--- config.mk ---
export PLATFORM = sky130hd
export DESIGN_NAME = fetch_queue
export DESIGN_NICKNAME = d
export VERILOG_FILES = /design/src/rtl/basic.sv /design/src/rtl/fetch_queue.sv
export SDC_FILE = /design/constraint.sdc
export NUM_CORES = 1
export LEC_CHECK = 0
export CORE_ASPECT_RATIO = 1.25
export CORE_MARGIN = 2
export CORE_UTILIZATION = 55
export CTS_BUF_LIST = sky130_fd_sc_hd__clkbuf_8 sky130_fd_sc_hd__clkbuf_16
export DETAILED_ROUTE_END_ITERATION = 12
export MAX_ROUTING_LAYER = met4
export PLACE_DENSITY = 0.79
export SETUP_SLACK_MARGIN = 0.05
export SLEW_MARGIN = 20
export SYNTH_ARGS = -nofsm -noshare
export SYNTH_HDL_FRONTEND = slang
export SYNTH_SLANG_ARGS = --single-unit
export TNS_END_PERCENT = 100
--- constraint.sdc ---
create_clock -name clk -period 3.1 [get_ports clk]
set_input_delay 0.31 -clock clk [delete_from_list [all_inputs] [get_ports clk]]
set_output_delay 0.31 -clock clk [all_outputs]
set_load 0.005 [all_outputs]
--- src/rtl/basic.sv ---
// Shared core types: address/instruction widths, reset values, fetch-queue entry.
package basic;

  localparam int unsigned XLEN = 32;
  localparam int unsigned ILEN = 32;

  typedef logic [XLEN-1:0] Addr;
  typedef logic [ILEN-1:0] Inst;

  localparam Addr XLEN_ZERO = '0;
  // add x0, x0, x0
  localparam Inst INST_NOP  = 32'h0000_0033;

  typedef struct packed {
    Addr pc;
    Inst inst;
  } FetchEntry;

endpackage

--- src/rtl/fetch_queue.sv ---
// Fetch-to-decode queue: in-order circular buffer of {pc, inst} entries.
// Optional same-cycle bypass into an empty queue when FETCHQ_BYPASS_EN is defined.
module fetch_queue
  import basic::*;
#(
  parameter int unsigned DEPTH = 4
) (
  input  logic                       clk,
  input  logic                       reset_n,
  input  logic                       in_valid,
  output logic                       in_ready,
  input  Addr                        in_pc,
  input  Inst                        in_inst,
  output logic                       out_valid,
  input  logic                       out_ready,
  output Addr                        out_pc,
  output Inst                        out_inst,
  input  logic                       flush,
  output logic [$clog2(DEPTH):0]     count
);

  localparam int unsigned PtrW = $clog2(DEPTH);
  localparam int unsigned CntW = PtrW + 1;

  FetchEntry           mem_q [DEPTH];
  logic [PtrW-1:0]     head_q, tail_q;
  logic [CntW-1:0]     count_q;
  logic                empty, full, push, pop;
  FetchEntry           head_entry;

  // Handshakes, head presentation and push/pop decisions.
  always_comb begin
    empty      = (count_q == '0);
    full       = (count_q == CntW'(DEPTH));
    in_ready   = !full && !flush;
    out_valid  = !empty && !flush;
    head_entry = mem_q[head_q];
`ifdef FETCHQ_BYPASS_EN
    if (empty && in_valid && !flush) begin
      out_valid  = 1'b1;
      head_entry = '{pc: in_pc, inst: in_inst};
    end
`endif
    out_pc   = out_valid ? head_entry.pc   : XLEN_ZERO;
    out_inst = out_valid ? head_entry.inst : INST_NOP;
    // Only stored entries are popped; a bypassed entry never enters the array.
    pop      = out_valid && out_ready && !empty;
    push     = in_valid && in_ready;
`ifdef FETCHQ_BYPASS_EN
    if (empty && out_ready) push = 1'b0;
`endif
    count    = count_q;
  end

  // Pointer and occupancy state; flush overrides any push/pop.
  always_ff @(posedge clk or negedge reset_n) begin
    if (!reset_n) begin
      head_q  <= '0;
      tail_q  <= '0;
      count_q <= '0;
    end else if (flush) begin
      head_q  <= '0;
      tail_q  <= '0;
      count_q <= '0;
    end else begin
      if (push) tail_q <= tail_q + 1'b1;
      if (pop)  head_q <= head_q + 1'b1;
      unique case ({push, pop})
        2'b10:   count_q <= count_q + 1'b1;
        2'b01:   count_q <= count_q - 1'b1;
        default: count_q <= count_q;
      endcase
    end
  end

  // Storage array; contents need no reset since count gates visibility.
  always_ff @(posedge clk) begin
    if (push) mem_q[tail_q] <= '{pc: in_pc, inst: in_inst};
  end

endmodule

### After elaboration in Yosys (flattened, before gate mapping)

Memory sizes are Yosys's and may differ from the RTL's.
Cells that the tools add are included.

| storage, ports and cells | value |
|---|---|
| register bits after elaboration | 7 |
| memory bits (writable) | 256 |
| input bits | 69 |
| output and inout port bits | 69 |
| logic and storage cells | 33 |
| memories kept | 1 |

Memory list:

| name | depth | bits a word | read ports | clocked after memory_dff | write ports | RTL line | source |
|---|---|---|---|---|---|---|---|
| mem_q | 4 | 64 | 1 | 0 | 1 | fetch_queue.sv:25 | `FetchEntry mem_q [DEPTH];` |

| cells by class | value |
|---|---|
| add/sub/neg operators | 4 |
| equality and inequality tests | 3 |
| muxes and demuxes | 10 |
| reductions and logical operators | 12 |

Operators by type and width:

| operator | count |
|---|---|
| 32-bit 2-to-1 mux | 2 |
| 2-bit 2-to-1 mux | 4 |
| 3-bit one-hot mux with 2 select lines | 1 |
| 1-bit logical AND | 5 |
| 2-bit by 1-bit adder with 2-bit output, second input constant | 2 |
| 2-bit nonzero test | 2 |
| 3-bit by 1-bit adder with 3-bit output, second input constant | 1 |
| 3-bit equality test, second input constant | 1 |
| 1-bit zero test | 3 |
| 3-bit zero test | 1 |
| 3-bit 2-to-1 mux | 1 |
| 3-bit nonzero test | 1 |
| 3-bit by 1-bit subtractor with 3-bit output, second input constant | 1 |
| 2-bit by 1-bit equality test with 1-bit output, second input constant | 1 |
| 2-bit equality test, second input constant | 1 |
| 1-bit 2-to-1 mux | 2 |

### Depth between registers and ports, before layout

| depth | value |
|---|---|
| depth in word-level cells | 8 |
| gate-level depth with buffers | 10 |
| depth with buffers taken out | 9 |

### Worst setup path before layout

OpenSTA, ideal clock, no wires.

| path | value |
|---|---|
| kind | reg2reg |
| start point | register count_q[2], in the netlist count[2] |
| end point | memory mem_q[0][0] (netlist bit), enable pin |
| setup time | 0.429 ns |
| arrival | 2.431 ns |
| data required time | 2.671 ns |
| slack | 0.240 ns |
| stages on the path, launching flop included | 4 |
| path buffers | 1 |
| period minus slack after synthesis | 2.860 ns |
| path through | dfrtp_1 buf_2 a21oi_1 and3_1 |

| between the ends | value |
|---|---|
| cells in the longest elaborated chain, start to end | 6 |

Ends and longest elaborated chain:

| element | RTL line | source |
|---|---|---|
| start, declared | fetch_queue.sv:27 | `logic [CntW-1:0] count_q;` |
| start signal, assigned | fetch_queue.sv:69 | `2'b10: count_q <= count_q + 1'b1;` |
| start signal, assigned | fetch_queue.sv:70 | `2'b01: count_q <= count_q - 1'b1;` |
| start signal, assigned | fetch_queue.sv:71 | `default: count_q <= count_q;` |
| 3-bit equality test | fetch_queue.sv:34 | `full = (count_q == CntW'(DEPTH));` |
| 1-bit zero test | fetch_queue.sv:35 | `in_ready = !full && !flush;` |
| 1-bit logical AND | fetch_queue.sv:35 |  |
| via in_ready | fetch_queue.sv:11 | `output logic in_ready,` |
| 1-bit logical AND | fetch_queue.sv:48 | `push = in_valid && in_ready;` |
| 1-bit 2-to-1 mux | fetch_queue.sv:78 | `if (push) mem_q[tail_q] <= '{pc: in_pc, inst: in_inst};` |
| 1-bit 2-to-1 mux (implied by the code) | fetch_queue.sv:78 |  |
| end, declared | fetch_queue.sv:25 |  |

The timed path passes the listed nets, and every way through them passes these cells.

### Worst setup path after layout

| path | value |
|---|---|
| start point | register count_q[1], in the netlist count[1] |
| end point | output out_inst[4] |

| between the ends | value |
|---|---|
| cells in the longest elaborated chain, start to end | 4 |

Ends and longest elaborated chain:

| element | RTL line | source |
|---|---|---|
| 3-bit zero test | fetch_queue.sv:33 | `empty = (count_q == '0);` |
| 1-bit zero test | fetch_queue.sv:36 | `out_valid = !empty && !flush;` |
| 1-bit logical AND | fetch_queue.sv:36 |  |
| 32-bit 2-to-1 mux | fetch_queue.sv:45 | `out_inst = out_valid ? head_entry.inst : INST_NOP;` |
| end, declared | fetch_queue.sv:17 | `output Inst out_inst,` |

Every way passes these cells.

==> impl_metrics.json <==
{
  "status": "finished clean",
  "finalSetupTns_ns": 0,
  "p_sw_mw": 2.02,
  "synthArstFlopShare_pct": 2.66,
  "synth-seq-cells": 263,
  "cp.depth": 5,
  "cts_max_level": 1,
  "clkTransAtPathRegs_ns": 0.06,
  "tritoncts": "built",
  "vias_per_cell": 5.70,
  "synth-main-ff-cell": "edfxtp_1",
  "drt-total-wl_um": 19300,
  "synth-warning-count": 0,
  "synth_area_leaders": "edfxtp_1 75%, mux4_2 14%, nor2b_1 3.7%",
  "avgSynthCellArea_um2": 22.0,
  "relSlewSlack_pct": 62.7,
  "crit_type": "register to output port",
  "power_frac_seq_pct": 48.6,
  "crit_chain": "or2_1 -> o21bai_4 -> buf_4 -> or2_1 -> clkdlybuf4s50_1",
  "clk_latency_ns": 0.50,
  "rsz0062_at_grt": "no",
  "startpoint_type": "register",
  "synth.distinct_cells": 31,
  "vias": 4967,
  "worst_slack_ns": 0.218,
  "grt_pass1_vias": 5234,
  "endpoint_kind": "output port",
  "leakage_nw": 4.05,
  "drcViolationCount": 0,
  "clkPwrFrac_pct": 30.2,
  "crit_buf_inv": 2,
  "worst_pin_slew_ns": 0.559,
  "yosysMostFrequentCell": "edfxtp_1",
  "antennaDiodeCount": 0,
  "drtIter0Drc": 295,
  "cp-startpoint": "count[1]$_DFFE_PN0P_",
  "row_count": 55,
  "groute.layer.met1.usage_pct": 26.4,
  "clock-sinks": 263,
  "hold_class": "primary input to async pin",
  "synth_top_area_cell": "edfxtp_1",
  "dp.cells": 820,
  "ant_nets": 0,
  "ir_worst_vdd_uv": 371,
  "grt_usage_pct": 20.3,
  "power_density_mw_per_mm2": 679,
  "cp.required_ns": 2.79,
  "initial_core_util_pct": 56.2,
  "r2r_cells": 8,
  "timing.fmax_mhz": 347,
  "r2r_slack_ns": 0.52,
  "intPower_mw": 6.63,
  "area_growth_pct": 25.0,
  "core-area_mm2": 0.0182,
  "final.period_utilization_pct": 93.0,
  "slowest_stage": "clkdlybuf4s50_1",
  "layout.cells.non_filler": 871,
  "grt_use_met3_pct": 3.01,
  "swShare_pct": 23.4,
  "chipWidth_um": 126,
  "seq_area_frac_synth_pct": 77.0,
  "place_ws_ns": 0.269,
  "antenna_found_initial": 0,
  "post-route-min-period_ns": 2.88,
  "max-cap-violations": 0,
  "grt_pass1_wl_um": 29500,
  "die_height_um": 156,
  "drive_gt1_share_pct": 20.1,
  "critPathTopFamily": "buffers and inverters",
  "die_area_mm2": 0.0197,
  "synth_nets": 538,
  "syn_inst": 464,
  "grt_max_degree": 40,
  "gr-usage-met2_pct": 34.3,
  "cts_made_buffers": 24,
  "hold_violations": 0,
  "critPathMaxStageDelay_ns": 0.52,
  "skew_ns": 0.0124,
  "drv_slew": 0,
  "drtPass1Iterations": 4,
  "syn_area_mm2": 0.0102,
  "arrival_ns": 2.57,
  "num_io_pins": 138,
  "gp_congestion": 0.766,
  "clockBufferDepth": 3,
  "netlist_top_cells_count": "256 x edfxtp_1, 64 x mux4_2, 60 x nor2b_1, 14 x buf_2, 7 x dfrtp_1",
  "synth_edf_count": 256,
  "cp_max_fo": 8,
  "nNetsFinal": 702,
  "grt-ovfl-total": 0,
  "grt-busiest-layer": "met2",
  "synth_top_cell_area_share_pct": 75.3,
  "path_common_cell": "or2_1",
  "io_buffers": 137,
  "p_comb_share_pct": 21.2,
  "dp_hpwl_um": 11700,
  "routedWlPerCell_um": 22.2,
  "r2r-start": "count[1]$_DFFE_PN0P_",
  "rr_endpoint": "count[2]$_DFFE_PN0P_",
  "setup_violations": 0,
  "cts_root_buf": "clkbuf_16"
}
## worst max path at each step
stage                             to
2_1_floorplan  mem_q[0][0]$_DFFE_PP_
3_3_place_gp    count[2]$_DFFE_PN0P_
3_5_place_dp    count[2]$_DFFE_PN0P_
4_1_cts                   out_pc[27]
5_1_grt                 out_inst[23]
6_report                 out_inst[4]
## worst register-to-register path: cells and delay by family (launching register included)
kind                       cells  cell delay, ns
AOI/OAI and AO/OA              3            0.75
adders and majority gates      1            0.46
DFF                            1            0.45
and+or+nand+nor                4            0.83
## power groups by stage
| stage | clock, mW | combinational [mW] | sequential [mW] |
|---|---|---|---|
| after floorplan | 0 | 1.06 | 4.22 |
| after global placement | 0 | 1.73 | 4.28 |
| after detailed placement | 0 | 1.75 | 4.30 |
| after CTS | 2.65 | 1.78 | 4.23 |
| after global routing | 2.78 | 1.98 | 4.22 |
| final | 2.62 | 1.84 | 4.20 |
## logic make-up (layout without fill, tap and decap cells)
group	count (synthesis)	count (layout)	share of synthesized area (%)
and+or+nand+nor	83	83	4.95
muxes	67	67	14.4
xor gates and xnor gates	2	2	0.172
DFF	263	263	77.0
buffers and inverters	30	208	1.75
adders and majority gates	5	5	0.687
AOI/OAI and AO/OA	14	15	0.956
## what timing repair did
item,in CTS,in global routing
pin swaps,1,1
hold buffers,0,0
cloned,1,0
setup buffers,0,9
endpoints found under the setup margin,43,49
gates resized for setup,0,1
## metal layers
layer | share of wire, % | up-vias | wire [um]
met5 | 0 | - | 0
met4 | 2.0 | 0 | 395
met3 | 4.7 | 32 | 905
met2 | 53 | 151 | 10300
met1 | 40 | 2575 | 7750
li1 | - | 2209 | -
## through the flow
stage               util (%)  hold WS, ns  power (mW)  cell area, um2
detailed placement      65.9        0.551        6.06           12000
global placement        65.9        0.536        6.01           12000
finish                  70.2       0.0748        8.66           12800
CTS                     69.8       0.0763        8.66           12700
global route            70.2       0.0976        8.98           12800
floorplan                  -       0.0144        5.28           10200
## layout by cell type, fill, tap and decap left out, types with 6 or more instances in the layout
cell type	Yosys	layout
clkdlybuf4s50_1	0	137
buf_4	3	16
o21ai_0	6	6
clkbuf_16	0	25
mux4_2	64	64
edfxtp_1	256	256
inv_1	4	9
clkinv_1	0	7
nor2b_1	60	60
buf_12	0	10
## cell type report
| class | instances | area [um2] |
|---|---|---|
| fill | 1148 | 5410 |
| tap | 228 | 285 |
| multi-input combinational | 172 | 2200 |
| inverter | 4 | 15.0 |
| clock buffer | 25 | 626 |
| sequential | 263 | 7870 |
| timing repair buffer | 163 | 1690 |
| clock inverter | 16 | 65.1 |
## flip-flops by register name (all words and copies together), names as in the netlist
name / count
count: 3
head_q: 2
mem_q: 256
tail_q: 2
No activity file was read; power rests on OpenSTA's default activity.
